### config.mk
export PLATFORM = sky130hd
export DESIGN_NAME = shift_add_mul_seq
export DESIGN_NICKNAME = d
export VERILOG_FILES = /design/src/rtl/shift_add_mul_seq.sv
export SDC_FILE = /design/constraint.sdc
export NUM_CORES = 1
export LEC_CHECK = 0
export ABC_AREA = 1
export CORE_MARGIN = 10
export CORE_UTILIZATION = 50
export DETAILED_ROUTE_END_ITERATION = 8
export GPL_TIMING_DRIVEN = 0
export PLACE_DENSITY = 0.81
export SKIP_CTS_REPAIR_TIMING = 1
export SLEW_MARGIN = 40
export SYNTH_ARGS = -nofsm -noshare
export SYNTH_HDL_FRONTEND = slang
export SYNTH_SLANG_ARGS = --single-unit
### constraint.sdc
create_clock -name clk -period 4.5 [get_ports clk]
set_input_delay 0.9 -clock clk [delete_from_list [all_inputs] [get_ports clk]]
set_output_delay 0.9 -clock clk [all_outputs]
set_load 0.02 [all_outputs]
### src/rtl/shift_add_mul_seq.sv
// Sequential W x W unsigned multiplier: one partial product per cycle through a shared 2W-bit CLA.
// Optional SHIFT_ADD_MUL_EARLY_TERM_EN ends RUN as soon as the remaining multiplier bits are zero.
module shift_add_mul_cla #(
    parameter int N = 16
) (
    input  logic [N-1:0] x,
    input  logic [N-1:0] y,
    input  logic         cin,
    output logic [N-1:0] s,
    output logic         cout
);
    logic [N-1:0] g, pr;
    logic [N:0]   c;
    logic         gg, gp, cb;

    assign g  = x & y;
    assign pr = x ^ y;

    // 4-bit groups: carries ripple inside a group, group carries come from group G/P
    always_comb begin
        c    = '0;
        c[0] = cin;
        gg   = 1'b0;
        gp   = 1'b1;
        cb   = cin;
        for (int k = 0; k < N; k += 4) begin
            gg = 1'b0;
            gp = 1'b1;
            for (int j = k; j < N && j < k + 4; j++) begin
                c[j+1] = g[j] | (pr[j] & c[j]);
                gg     = g[j] | (pr[j] & gg);
                gp     = gp & pr[j];
            end
            cb = gg | (gp & cb);
            c[(k + 4 < N) ? k + 4 : N] = cb;
        end
    end

    assign s    = pr ^ c[N-1:0];
    assign cout = c[N];
endmodule

module shift_add_mul_seq #(
    parameter int W = 8
) (
    input  logic           clk,
    input  logic           rst_n,
    input  logic           in_valid,
    output logic           in_ready,
    input  logic [W-1:0]   a,
    input  logic [W-1:0]   b,
    output logic           out_valid,
    input  logic           out_ready,
    output logic [2*W-1:0] p,
    output logic           busy
);
    localparam int CW = (W > 1) ? $clog2(W) : 1;

    typedef enum logic [1:0] {IDLE, RUN, DONE} state_t;

    state_t         state, state_nxt;
    logic [2*W-1:0] acc, mcand, addend, sum, p_q;
    logic [W-1:0]   mplr;
    logic [CW-1:0]  cnt;
    logic           last;
    logic           cla_cout_unused;

    assign addend = mplr[0] ? mcand : '0;

    shift_add_mul_cla #(.N(2*W)) u_cla (
        .x    (acc),
        .y    (addend),
        .cin  (1'b0),
        .s    (sum),
        .cout (cla_cout_unused)
    );

`ifdef SHIFT_ADD_MUL_EARLY_TERM_EN
    assign last = (cnt == CW'(W-1)) || (mplr[W-1:1] == '0);
`else
    assign last = (cnt == CW'(W-1));
`endif

    always_ff @(posedge clk or negedge rst_n) begin
        if (!rst_n) state <= IDLE;
        else        state <= state_nxt;
    end

    always_comb begin
        state_nxt = state;
        in_ready  = 1'b0;
        out_valid = 1'b0;
        busy      = 1'b0;
        case (state)
            IDLE: begin
                in_ready = 1'b1;
                if (in_valid) state_nxt = RUN;
            end
            RUN: begin
                busy = 1'b1;
                if (last) state_nxt = DONE;
            end
            DONE: begin
                busy      = 1'b1;
                out_valid = 1'b1;
                if (out_ready) state_nxt = IDLE;
            end
            default: state_nxt = IDLE;
        endcase
    end

    always_ff @(posedge clk or negedge rst_n) begin
        if (!rst_n) begin
            acc   <= '0;
            mcand <= '0;
            mplr  <= '0;
            cnt   <= '0;
            p_q   <= '0;
        end else begin
            case (state)
                IDLE: if (in_valid) begin
                    acc   <= '0;
                    mcand <= {{W{1'b0}}, a};
                    mplr  <= b;
                    cnt   <= '0;
                end
                RUN: begin
                    acc   <= sum;
                    mcand <= mcand << 1;
                    mplr  <= mplr >> 1;
                    cnt   <= cnt + 1'b1;
                    // product register only moves on the final accumulate, so no partial value leaks out
                    if (last) p_q <= sum;
                end
                default: ;
            endcase
        end
    end

    assign p = p_q;
endmodule

* Word-level counts from Yosys, hierarchy flattened
Index checks and enable logic that the tools add are counted.
** Operators by class
- $add $sub $neg :: 1
- Multiply operators :: 0
- Divide/modulo/power cells :: 0
- Order comparisons :: 0
- Equality and inequality tests :: 6
- Shifts and indexed selects :: 0
- Mux-type cells :: 16
- Bitwise logic cells :: 49
- Reduce and logical (&&, ||, !) cells :: 6
** Operator list (count)
- $pmux 16 s2 :: 2
- $mux 16 :: 3
- $xor 16x16->16 :: 2
- $and 1x1->1 :: 26
- $or 1x1->1 :: 20
- $pmux 8 s2 :: 1
- $and 15x15->15 :: 1
- $mux 8 :: 1
- $mux 2 :: 3
- $ne 2x2->1 const B :: 3
- $pmux 2 s3 :: 1
- $pmux 3 s2 :: 1
- $reduce_and 2->1 :: 2
- $add 3x1->3 const B :: 1
- $eq 3x3->1 const B :: 1
- $mux 1 :: 3
- $mux 3 :: 1
- $reduce_and 3->1 :: 1
- $eq 2x1->1 const B :: 1
- $eq 2x2->1 const B :: 1
- $logic_not 2->1 :: 1
- $reduce_bool 2->1 :: 1
- $reduce_or 2->1 :: 1
** Word-level totals
- Register bits :: 61
- Bits in latches :: 0
- RAM bits :: 0
- ROM bits :: 0
- Bits of input ports :: 20
- Output and inout bits :: 19
- Word-level logic and storage cells :: 84
- Memories :: 0

* Depth between registers and ports, before layout
- Word-level depth :: 20
- Mapped depth :: 25
- Depth with buffers taken out :: 23

* Hierarchy
A second synthesis with hierarchy kept.
** Second synthesis, totals
- Cell total of the unflattened synthesis :: 436
- Area, all modules :: 3519.6 sq um
** By module, submodules not included
- shift_add_mul_seq :: instances 1, cells each 360, area each 2847.7 sq um, sequential area each 1526.5 sq um
- shift_add_mul_cla :: instances 1, cells each 76, area each 671.9 sq um, sequential area each 0.0 sq um

* Least setup slack after synthesis
Ideal clock, no wire load.
- Path kind :: register to register
- Start point :: register mplr[0]
- End point :: register acc[15]
- Library setup time :: 0.117 ns
- Arrival time :: 3.883 ns
- Data required time :: 4.383 ns
- Slack :: 0.501 ns
- Cell stages (with the launch flop) :: 26
- Buffers on the path :: 2
- Cell sequence :: dfrtp_1 -> buf_2 -> clkbuf_1 -> nand2_1 -> inv_1 -> ha_1 -> inv_1 -> fa_1 -> fa_1 -> fa_1 -> inv_1 -> nand3_1 -> nor2_1 -> nor2_1 -> nand2_1 -> a21oi_1 -> fa_1 -> fa_1 -> inv_1 -> fa_1 -> xor2_1 -> inv_1 -> nand2_1 -> nand2_1 -> nand2_1 -> nand2_1
** On the way
- Cells in the longest elaborated chain, start to end :: 20
- Elaborated cells between the ends (all ways) :: 39
- Those cells by class :: mux: 2; bitwise: 37
** RTL lines
- start, declared :: line 63 : logic [W-1:0] mplr;
- start signal, assigned :: line 130 : mplr <= mplr >> 1;
- $mux 16 (*) :: line 68 : assign addend = mplr[0] ? mcand : '0;
- $xor 16x16->16 or $and 15x15->15 (tied branches) :: line 17, 16
- $and 1x1->1 :: line 31 : gg = g[j] | (pr[j] & gg);
- $or 1x1->1 :: line 31
- $and 1x1->1 :: line 31
- $or 1x1->1 :: line 31
- $and 1x1->1
- $or 1x1->1
- [... 4 more ...]
- $and 1x1->1 :: line 30 : c[j+1] = g[j] | (pr[j] & c[j]);
- $or 1x1->1 :: line 30
- $and 1x1->1 :: line 30
- $or 1x1->1 :: line 30
- $and 1x1->1 :: line 30
- $or 1x1->1 :: line 30
- $xor 16x16->16 (*) :: line 39 : assign s = pr ^ c[N-1:0];
- $pmux 16 s2 (*) :: line 120 : case (state)
- end signal, assigned :: line 128 : acc <= sum;
- end, declared :: line 62 : logic [2*W-1:0] acc, mcand, addend, sum, p_q;
Every way passes the cells marked *; elsewhere a longest branch is shown, timed or not.
A chain may end at the register's enable or synchronous reset.

* Worst setup path after layout
- Start point :: register mplr[0]
- End point :: register p_q[15], in the netlist p[15]
** On the way
- Cells in the longest elaborated chain, start to end :: 19
- Elaborated cells between the ends (all ways) :: 38
- Those cells by class :: mux: 1; bitwise: 37
** RTL lines
- $mux 16 (*) :: line 68
- $xor 16x16->16 or $and 15x15->15 (tied branches) :: line 17, 16
- $and 1x1->1 :: line 31
- $or 1x1->1 :: line 31
- $and 1x1->1 :: line 31
- $or 1x1->1 :: line 31
- $and 1x1->1
- $or 1x1->1
- [... 3 more ...]
- $or 1x1->1 :: line 34 : cb = gg | (gp & cb);
- $and 1x1->1 :: line 30
- $or 1x1->1 :: line 30
- $and 1x1->1 :: line 30
- $or 1x1->1 :: line 30
- $and 1x1->1 :: line 30
- $or 1x1->1 :: line 30
- $xor 16x16->16 (*) :: line 39
- end signal, assigned :: line 133 : if (last) p_q <= sum;
- end, declared :: line 62
Marks and branches as above.

==> results.yml <==
sta:
  fmax_mhz: 239
  setup_ws_ns: 0.314
  clock-skew-final_ns: 0.00693
  fin_worst_hold_slack_ns: 0.454
  tightestPinTransition_ns: 0.448
  report.final.slew_viol_count: 0
  worst_slew_margin_rel_pct: 70.1
  rsz0062_at_grt: "false"
  finalCritPeriodShare_pct: 93.0
  timing_hold_violations_final: 0
  layout_min_cycle_time_ns: 4.19
  final.setup.tns_ns: 0
  finalSetupViolCount: 0
setup_path:
  r2r.worst_path.cells: 24
  critical_path.max_stage_delay_ns: 0.42
  worst-endpoint-required_ns: 4.74
  worstSetupPathType: "reg -> reg"
  start_kind: "flip-flop"
  critical_path.max_fanout: 17
  worst-r2r-setup-slack_ns: 0.31
  timing.critical_path.slowest_stage_cell: "fa_1"
  crit_path_cell_trace: "clkbuf_4 > nand2_1 > inv_1 > ha_1 > inv_1 > fa_1 > fa_1 > fa_1 > inv_1 > nand3_1 > nor2_1 > nor2_1 > nand2_1 > a21oi_1 > fa_1 > fa_1 > inv_1 > fa_1 > xor2_1 > inv_1 > nand2_1 > nand2_1 > nand2_1 > nand2_1"
  timing.critical_path.arrival_ns: 4.42
  cp-end-kind: "flip-flop"
cells_and_area:
  num-nets-final: 431
  final-instance-count-excl-fill: 464
  drive_gt1_share_pct: 11.1
  antenna-diode-count: 0
  area_growth_syn_to_layout_pct: 21.2
  post-route-util_pct: 63.3
detailed_routing:
  dr.pass1.iters: 5
  drt_first_iter_violations: 165
  route.vias.total: 2358
  detail_route.wirelength_mm: 6.54
  post-route-drc-count: 0
  route.antenna.remaining_nets: 0
  post_detailed_route_via_to_cell_ratio: 5.08
  post_drt_wl_per_cell_um: 14.1
clocking:
  cts_num_sinks: 61
  ctsHtreeMaxLevel: 3
  tritoncts: "done"
  worst_path_clk_slew_ns: 0.06
  clock-root-buffer: "clkbuf_8"
  cts.path.max_buffers: 2
  clock_insertion_delay_worst_skew_ns: 0.34
  cts-buffers-inserted: 9
floorplanning:
  design.portCount: 39
  row_count: 28
  die_x_um: 99.3
  floorplan.initialDensity_pct: 52.2
  die_h_um: 99.3
  die_outline_area_sq_mm: 0.00986
  fp.coreArea_sq_mm: 0.00603
run:
  cap_viol_max_count: 0
placement:
  place.gp.congestion: 0.808
  port_buffers: 38
  hpwlAfterDp_mm: 5.06
  numPlacedInstances: 450
  detailedPlace.worstSlack_ns: -0.0701
synthesis:
  synth_top_area_share_pct: 48.5
  syn-mean-instance-area_sq_um: 9.36
  postSynthRegisterBits: 61
  ys_types: 23
  synth-warning-count: 0
  syn_area_sq_mm: 0.00314
  ys_top_cells_by_area: "dfrtp_1 49%, nand2_1 11%, fa_1 7.6%"
  syn_nets: 382
  synth_area_leader_cell: "dfrtp_1"
  synth.yosys.seq_area_share_pct: 48.5
  postSynthCellCount: 336
global_routing:
  global_route.peak_usage_layer: "met2"
  grt_util_all_layers_pct: 14.0
  global_route.usage.met3_pct: 3.94
  use_met2_pct: 22.1
  globalRouteMet1Util_pct: 17.2
  number_of_global_route_vias_before_repair: 2447
  antenna_found_initial: 0
  overflow: 0
  global_route_wire_length_before_repair_mm: 11.2
  pin_count_of_the_biggest_net_entering_global_routing: 39
power:
  total_leakage_power_nw: 1.85
  cellPowerDensity_mw_per_mm2: 674
  worst_ir_drop_vdd_uv: 376
status:
  run_status: "complete, no violations"
hold_path:
  worst_hold_path_type: "in -> async"
-- power breakdown --
group | total, mW | internal (mW) | leakage [nW] | switching (mW)
clock | 0.446 | 0.242 | 0.0926 | 0.204
sequential | 0.877 | 0.765 | 0.800 | 0.112
combinational | 1.25 | 0.508 | 0.954 | 0.741
-- placed cells by master, fill, tap and decap left out --
cell type         n
nor2_1           13
clkinv_1          1
nand2_4           1
clkinv_2          1
nand2_2           1
o21ai_0          24
ha_1             14
dfrtp_1          61
o211ai_1          7
inv_2             1
a21oi_2           1
clkbuf_1          4
clkdlybuf4s50_1  37
clkbuf_4          1
nand2_1          92
buf_2             7
xor2_1            2
a31oi_2           7
a21oi_1           3
o22ai_1          18
xnor2_1           1
o21ai_2           5
buf_12            1
fa_1             12
nand3_1           5
clkbuf_8         12
buf_4             1
inv_1            52
buf_6             4
-- Yosys cell counts, drive strengths merged --
cell,n
dfrtp,61
nand3,5
o21ai,29
buf,12
nand2,94
o211ai,7
o22ai,18
a31oi,7
xnor2,1
xor2,2
clkinv,1
fa,12
ha,14
inv,53
a21oi,4
clkbuf,3
nor2,13
-- per-stage QoR --
| stage | area (sq um) | total power [mW] |
|---|---|---|
| after detailed placement | 3640 | 2.15 |
| after global routing | 3810 | 2.80 |
| after floorplan | 3140 | 1.76 |
| after global placement | 3620 | 2.08 |
| final | 3810 | 2.57 |
| after CTS | 3810 | 2.60 |
-- sequential cells by signal, indices dropped and copies added, names as in the netlist --
signal  flops
state       2
mplr        8
mcand      16
p          16
cnt         3
acc        16
-- path summary, 6_finish.rpt --
check,to,from
worst max-delay path,p[15],mplr[0]
worst min-delay path,cnt[1],rst_n
worst max register to register,p[15],mplr[0]
worst min register to register,p[6],p[6]
max in group asynchronous,mcand[4],rst_n
min in group clk,p[6],p[6]
-- critical path, delay by kind of cell (launching register included) --
kind | cells | cell delay [ns]
simple gates | 9 | 0.62
buf+inv | 6 | 0.59
xor+xnor | 1 | 0.19
compound gates | 1 | 0.11
fa+ha+maj | 7 | 2.27
flops | 1 | 0.32
-- kinds of logic after synthesis --
| family | synth area share [%] |
|---|---|
| XOR/XNOR | 0.836 |
| buffers and inverters | 9.51 |
| AND/OR/NAND/NOR | 13.9 |
| adder cells (fa/ha/maj) | 13.2 |
| AO/OA/AOI/OAI | 14.0 |
| flip-flops | 48.5 |
-- layer usage --
metal	vias up	routed length [um]
li1	1172	-
met1	1119	3010
met2	55	3010
met3	12	396
met4	0	129
met5	-	0
-- final cells by class --
class,instances,area [sq um]
Multi-Input combinational cell,206,1320
Fill cell,517,2210
Timing Repair Buffer,39,398
Clock inverter,1,5.00
Clock buffer,14,173
Buffer,14,95.1
Tap cell,75,93.8
Inverter,54,203
Sequential cell,61,1530
Note: power is estimated with default switching activity, not from simulation.
